<file path="config.mk">
export PLATFORM = sky130hd
export DESIGN_NAME = microcode_sequencer
export DESIGN_NICKNAME = d
export VERILOG_FILES = /design/src/rtl/microcode_sequencer_pkg.sv /design/src/rtl/useq_counter.sv /design/src/rtl/microcode_sequencer.sv
export SDC_FILE = /design/constraint.sdc
export NUM_CORES = 1
export LEC_CHECK = 0
export BUFFER_PORTS_ARGS = -buffer_cell sky130_fd_sc_hd__buf_2
export CAP_MARGIN = 15
export CORE_MARGIN = 2
export CORE_UTILIZATION = 31
export CTS_CLUSTER_DIAMETER = 80
export DETAILED_ROUTE_END_ITERATION = 7
export GPL_ROUTABILITY_DRIVEN = 0
export HOLD_SLACK_MARGIN = 0.1
export PLACE_DENSITY_LB_ADDON = 0.2
export SYNTH_ARGS = -nofsm -noshare
export SYNTH_HDL_FRONTEND = slang
export SYNTH_HIERARCHICAL = 1
export SYNTH_SLANG_ARGS = --single-unit
</file>
<file path="constraint.sdc">
create_clock -name clk -period 1.86 [get_ports clk]
set_input_delay 0.093 -clock clk [delete_from_list [all_inputs] [get_ports clk]]
set_output_delay 0.093 -clock clk [all_outputs]
set_load 0.01 [all_outputs]
</file>
<file path="src/rtl/microcode_sequencer_pkg.sv">
// Shared types and constants for the microcode sequencer.
package microcode_sequencer_pkg;

  localparam int unsigned UADDR_W     = 19;
  localparam int unsigned UPC_W       = 4;
  localparam int unsigned INIT_CYCLES = 4;

  // Bit-field offsets of the composed microcode address.
  localparam int unsigned IRQ_BIT   = 18;
  localparam int unsigned FLAGS_MSB = 17;
  localparam int unsigned FLAGS_LSB = 14;
  localparam int unsigned OP_MSB    = 13;
  localparam int unsigned OP_LSB    = 4;
  localparam int unsigned UPC_MSB   = 3;
  localparam int unsigned UPC_LSB   = 0;

  typedef enum logic [1:0] {
    StInit = 2'd0,
    StRun  = 2'd1,
    StHalt = 2'd2
  } useq_state_e;

endpackage

</file>
<file path="src/rtl/useq_counter.sv">
// Micro-step counter: synchronous clear, enable, and a wrap strobe on 15 -> 0.
module useq_counter
  import microcode_sequencer_pkg::*;
(
  input  logic             clk,
  input  logic             reset,
  input  logic             clear,
  input  logic             en,
  output logic [UPC_W-1:0] count,
  output logic             wrap
);

  logic [UPC_W-1:0] count_q, count_d;

  // Next count: clear wins over enable.
  always_comb begin
    count_d = count_q;
    if (clear) begin
      count_d = '0;
    end else if (en) begin
      count_d = count_q + UPC_W'(1);
    end
  end

  // Count register.
  always_ff @(posedge clk) begin
    if (reset) begin
      count_q <= '0;
    end else begin
      count_q <= count_d;
    end
  end

  assign count = count_q;
  assign wrap  = en && !clear && (count_q == {UPC_W{1'b1}});

endmodule

</file>
<file path="src/rtl/microcode_sequencer.sv">
// Microcode sequencer: builds the control-store address and steps through
// micro-instructions, handling bus waits, interrupts, halt and overflow.
module microcode_sequencer
  import microcode_sequencer_pkg::*;
(
  input  logic               clk,
  input  logic               reset,
  input  logic [15:0]        ir,
  input  logic [3:0]         flags,
  input  logic               irq,
  input  logic               end_instr,
  input  logic               wait_n,
  input  logic               halt,
  output logic [UADDR_W-1:0] uaddr,
  output logic               cs_noe,
  output logic [UPC_W-1:0]   upc,
  output logic               in_irq,
  output logic               halted,
  output logic               uovf
);

  useq_state_e state_q, state_d;
  logic [1:0]  init_cnt_q, init_cnt_d;
  logic        in_irq_q, in_irq_d;
  logic        uovf_q;
  logic        cnt_clear, cnt_en, cnt_wrap;
  logic        boundary;
  logic        unused_ir;

  assign unused_ir = ^ir[5:0];
  assign boundary  = (state_q == StRun) && wait_n && end_instr;

  useq_counter u_counter (
    .clk   (clk),
    .reset (reset),
    .clear (cnt_clear),
    .en    (cnt_en),
    .count (upc),
    .wrap  (cnt_wrap)
  );

  // State register.
  always_ff @(posedge clk) begin
    if (reset) begin
      state_q <= StInit;
    end else begin
      state_q <= state_d;
    end
  end

  // Next-state logic; a halt request is only honoured at an instruction boundary.
  always_comb begin
    state_d = state_q;
    unique case (state_q)
      StInit: if (init_cnt_q == 2'(INIT_CYCLES - 1)) state_d = StRun;
      StRun:  if (boundary && halt) state_d = StHalt;
      StHalt: if (!halt) state_d = StRun;
      default: state_d = StInit;
    endcase
  end

  // Outputs and counter controls decoded from the current state.
  always_comb begin
    cs_noe    = 1'b0;
    halted    = 1'b0;
    cnt_clear = 1'b0;
    cnt_en    = 1'b0;
    unique case (state_q)
      StInit: begin
        cs_noe    = 1'b1;
        cnt_clear = 1'b1;
      end
      StRun: begin
        cnt_clear = boundary;
        cnt_en    = wait_n && !end_instr;
      end
      StHalt: begin
        halted    = 1'b1;
        cnt_clear = 1'b1;
      end
      default: begin
        cs_noe    = 1'b1;
        cnt_clear = 1'b1;
      end
    endcase
  end

  // Datapath next values: INIT counter and interrupt latch.
  always_comb begin
    init_cnt_d = (state_q == StInit) ? init_cnt_q + 2'd1 : 2'd0;
    in_irq_d   = in_irq_q;
    // Halt beats a coincident irq, so the interrupt is dropped rather than latched.
    if (boundary) begin
      in_irq_d = halt ? 1'b0 : irq;
    end
  end

  // Datapath registers; overflow is sticky until reset.
  always_ff @(posedge clk) begin
    if (reset) begin
      init_cnt_q <= 2'd0;
      in_irq_q   <= 1'b0;
      uovf_q     <= 1'b0;
    end else begin
      init_cnt_q <= init_cnt_d;
      in_irq_q   <= in_irq_d;
      if (cnt_wrap) begin
        uovf_q <= 1'b1;
      end
    end
  end

  assign in_irq = in_irq_q;
  assign uovf   = uovf_q;

  // Address is purely combinational so ir/flags changes reach the store immediately.
  always_comb begin
    uaddr                      = '0;
    uaddr[IRQ_BIT]             = in_irq_q;
    uaddr[FLAGS_MSB:FLAGS_LSB] = flags;
    uaddr[OP_MSB:OP_LSB]       = ir[15:6];
    uaddr[UPC_MSB:UPC_LSB]     = upc;
  end

endmodule
</file>
==> flow_metrics.env <==
export IMPL_n_fill_cell=238
export IMPL_cpLargestDelayFamily="compound AO/OA/AOI/OAI gates"
export IMPL_setup_viol=0
export IMPL_grt_pass1_vias=412
export IMPL_vias=475
export IMPL_avgRoutedWirePerCell_um=10.3
export IMPL_yosysWarnings=6
export IMPL_reg2regPathDepth=5
export IMPL_critPathCaptureType="flip-flop"
export IMPL_grt_antenna_before_repair=0
export IMPL_ant_nets=0
export IMPL_crit_arrival_ns=1.84
export IMPL_cts_buffers_inserted=3
export IMPL_die_w_um=51.1
export IMPL_yosys_area_top_type="dfxtp_1"
export IMPL_overflow=0
export IMPL_crit_fanout=4
export IMPL_rsz0062_at_grt="false"
export IMPL_via_per_inst=4.48
export IMPL_htreeDepth=1
export IMPL_pwr_share_comb=0.313
export IMPL_min_period_ns=1.68
export IMPL_synth_area_um2=688
export IMPL_slowest_stage="a2111oi_1"
export IMPL_clock_latency_ns=0.27
export IMPL_hold_class="input pin to flip-flop"
export IMPL_p_sw_frac=0.316
export IMPL_cp_depth=5
export IMPL_yosysTopAreaCellShare=0.291
export IMPL_period_share=0.906
export IMPL_antenna_cells=0
export IMPL_slowest_delay_ns=0.39
export IMPL_port_buffers=18
export IMPL_leakagePower_nw=0.344
export IMPL_dieArea_um2=2610
export IMPL_fin_nets=112
export IMPL_crit_type="flip-flop to flip-flop"
export IMPL_cts_resized=0
export IMPL_vdd_ir_drop_worst_v=0.000378
export IMPL_crit_path_end="state_q[0]$_SDFFE_PP0P_"
export IMPL_worst_slew_pin_slew_ns=0.367
export IMPL_status="completed"
export IMPL_core_rowCount=17
export IMPL_initial_core_util=0.320
export IMPL_finalClockSkew_ns=0.000935
export IMPL_synth_edf_count=0
export IMPL_syn_inst=76
export IMPL_cts_clk_slew_worst_paths_ns=0.07
export IMPL_grtUsageTotal=0.0928
export IMPL_grt_max_degree=11
export IMPL_grt_pass1_wl_um=1750
export IMPL_relSlewSlack=0.755
export IMPL_setup_tns_ns=0
export IMPL_syn_nets=108
export IMPL_clkSinkCount=10
export IMPL_area_growth_pct=0.182
export IMPL_hold_viol=0
export IMPL_drt_iter0_drc=3
export IMPL_post_route_cells_drive_above_1_share=0.333
export IMPL_cts_hold_fix_buffers=0
export IMPL_drc=0
export IMPL_fmax_ghz=0.594
export IMPL_clock_root_buffer="clkbuf_4"
export IMPL_cts_tree="yes"
export IMPL_p_switching_mw=0.186
export IMPL_io_pins=53
export IMPL_wl_um=1090
export IMPL_coreArea_um2=2150
export IMPL_yosys_top_cells_area="dfxtp_1, buf_4, ha_1, nor2_1, mux2_1"
export IMPL_place_inst=103
export IMPL_ys_seq_area_frac=0.291
export IMPL_clockBufferDepth=2
export IMPL_r2r_end="state_q[0]$_SDFFE_PP0P_"
export IMPL_worst_path_buf_inv=1
export IMPL_synthMostInstantiatedCell="buf_4"
export IMPL_synthArstFlopShare=0
export IMPL_drv_slew=0
export IMPL_ys_ff_latch=10
export IMPL_stdcell_count=106
export IMPL_drtPass1Iterations=3
export IMPL_cp_required_ns=2.02
export IMPL_synth_common_cells="buf_4, dfxtp_1, nor2_1"
export IMPL_r2r_slack_ns=0.18
export IMPL_seqPwrFrac=0.429
export IMPL_dpl_hpwl_um=851
export IMPL_critPathLaunch="state_q[0]$_SDFFE_PP0P_"
export IMPL_drv_cap=0
export IMPL_rr_startpoint="state_q[0]$_SDFFE_PP0P_"
export IMPL_clkPwrFrac=0.257
export IMPL_setup_worst_path_start_class="flip-flop"
export IMPL_die_height_um=51.1
export IMPL_postCtsSetupRepairBufs=0
export IMPL_synth_flop_cell="dfxtp_1"
export IMPL_power_density_nw_per_um2=856
export IMPL_p_int_mw=0.404
export IMPL_crit_path_cell_trace="inv_1, ha_1, nor2b_4, a2111oi_1, mux2_1"
export IMPL_syn_avg_cell_area_um2=9.05
export IMPL_synth_cell_types=26
## registers in the layout (all words and copies together) (netlist names)
name	flops
in_irq	1
init_cnt_q	2
state_q	2
u_counter/count	4
uovf	1
## how the worst min path moves through the flow
| stage | cells after the start | endpoint | startpoint | slack [ns] |
|---|---|---|---|---|
| 6_report | 2 | state_q[1]$_SDFFE_PP0P_ | reset | 0.12 |
| 5_1_grt | 2 | in_irq$_SDFFE_PP0P_ | reset | 0.14 |
| 4_1_cts | 2 | state_q[1]$_SDFFE_PP0P_ | reset | 0.12 |
| 3_5_place_dp | 0 | uaddr[11] | ir[13] | 0.19 |
| 3_3_place_gp | 0 | uaddr[11] | ir[13] | 0.19 |
| 2_1_floorplan | 1 | state_q[1]$_SDFFE_PP0P_ | reset | 0.16 |
## routing by layer
metal	global-route usage	routed length (um)	vias up
met5	0	0	-
met4	0.0495	18	0
met3	0.0556	103	4
met2	0.141	502	21
met1	0.100	467	209
li1	-	-	241
## layout by cell type (no fill, tap or decap), types with 2 or more instances in the layout
cell type,n
dfxtp_1,10
mux2i_1,2
nor2_1,9
mux2_1,2
nor3_1,2
nand2_1,3
a21oi_1,2
buf_2,18
nor3b_1,2
clkbuf_4,3
inv_1,3
ha_1,6
and2b_1,2
## power groups by stage
stage | sequential, mW | combinational, mW | clock (mW)
after floorplan | 0.255 | 0.178 | 0
after global placement | 0.257 | 0.188 | 0
after detailed placement | 0.259 | 0.189 | 0
after CTS | 0.254 | 0.190 | 0.161
after global routing | 0.258 | 0.217 | 0.166
final | 0.253 | 0.185 | 0.152
## final cells by class
| cell class | instances | area [um^2] | area share |
|---|---|---|---|
| Inverter | 3 | 11.3 | 0.0163 |
| Multi-Input combinational cell | 43 | 323 | 0.468 |
| Tap cell | 28 | 35.0 | 0.0508 |
| Sequential cell | 10 | 200 | 0.290 |
| Timing Repair Buffer | 19 | 97.6 | 0.142 |
| Clock buffer | 3 | 22.5 | 0.0327 |
## cells by family after synthesis
family | share of synthesized area
mux | 0.0618
xor+xnor | 0.0127
simple gates | 0.231
fa+ha+maj | 0.109
compound gates | 0.0546
flops | 0.291
buf+inv | 0.240
## per-stage QoR
step	utilization	cell area [um^2]	worst slack (ns)	power [mW]	hold slack, ns
CTS	0.321	689	0.126	0.605	0.116
global route	0.321	689	0.0311	0.640	0.142
detailed placement	0.310	667	0.139	0.448	0.186
finish	0.321	689	0.175	0.590	0.120
global placement	0.310	667	0.151	0.446	0.186
floorplan	-	688	0.249	0.434	0.162
Note: power is estimated with default switching activity, not from simulation.
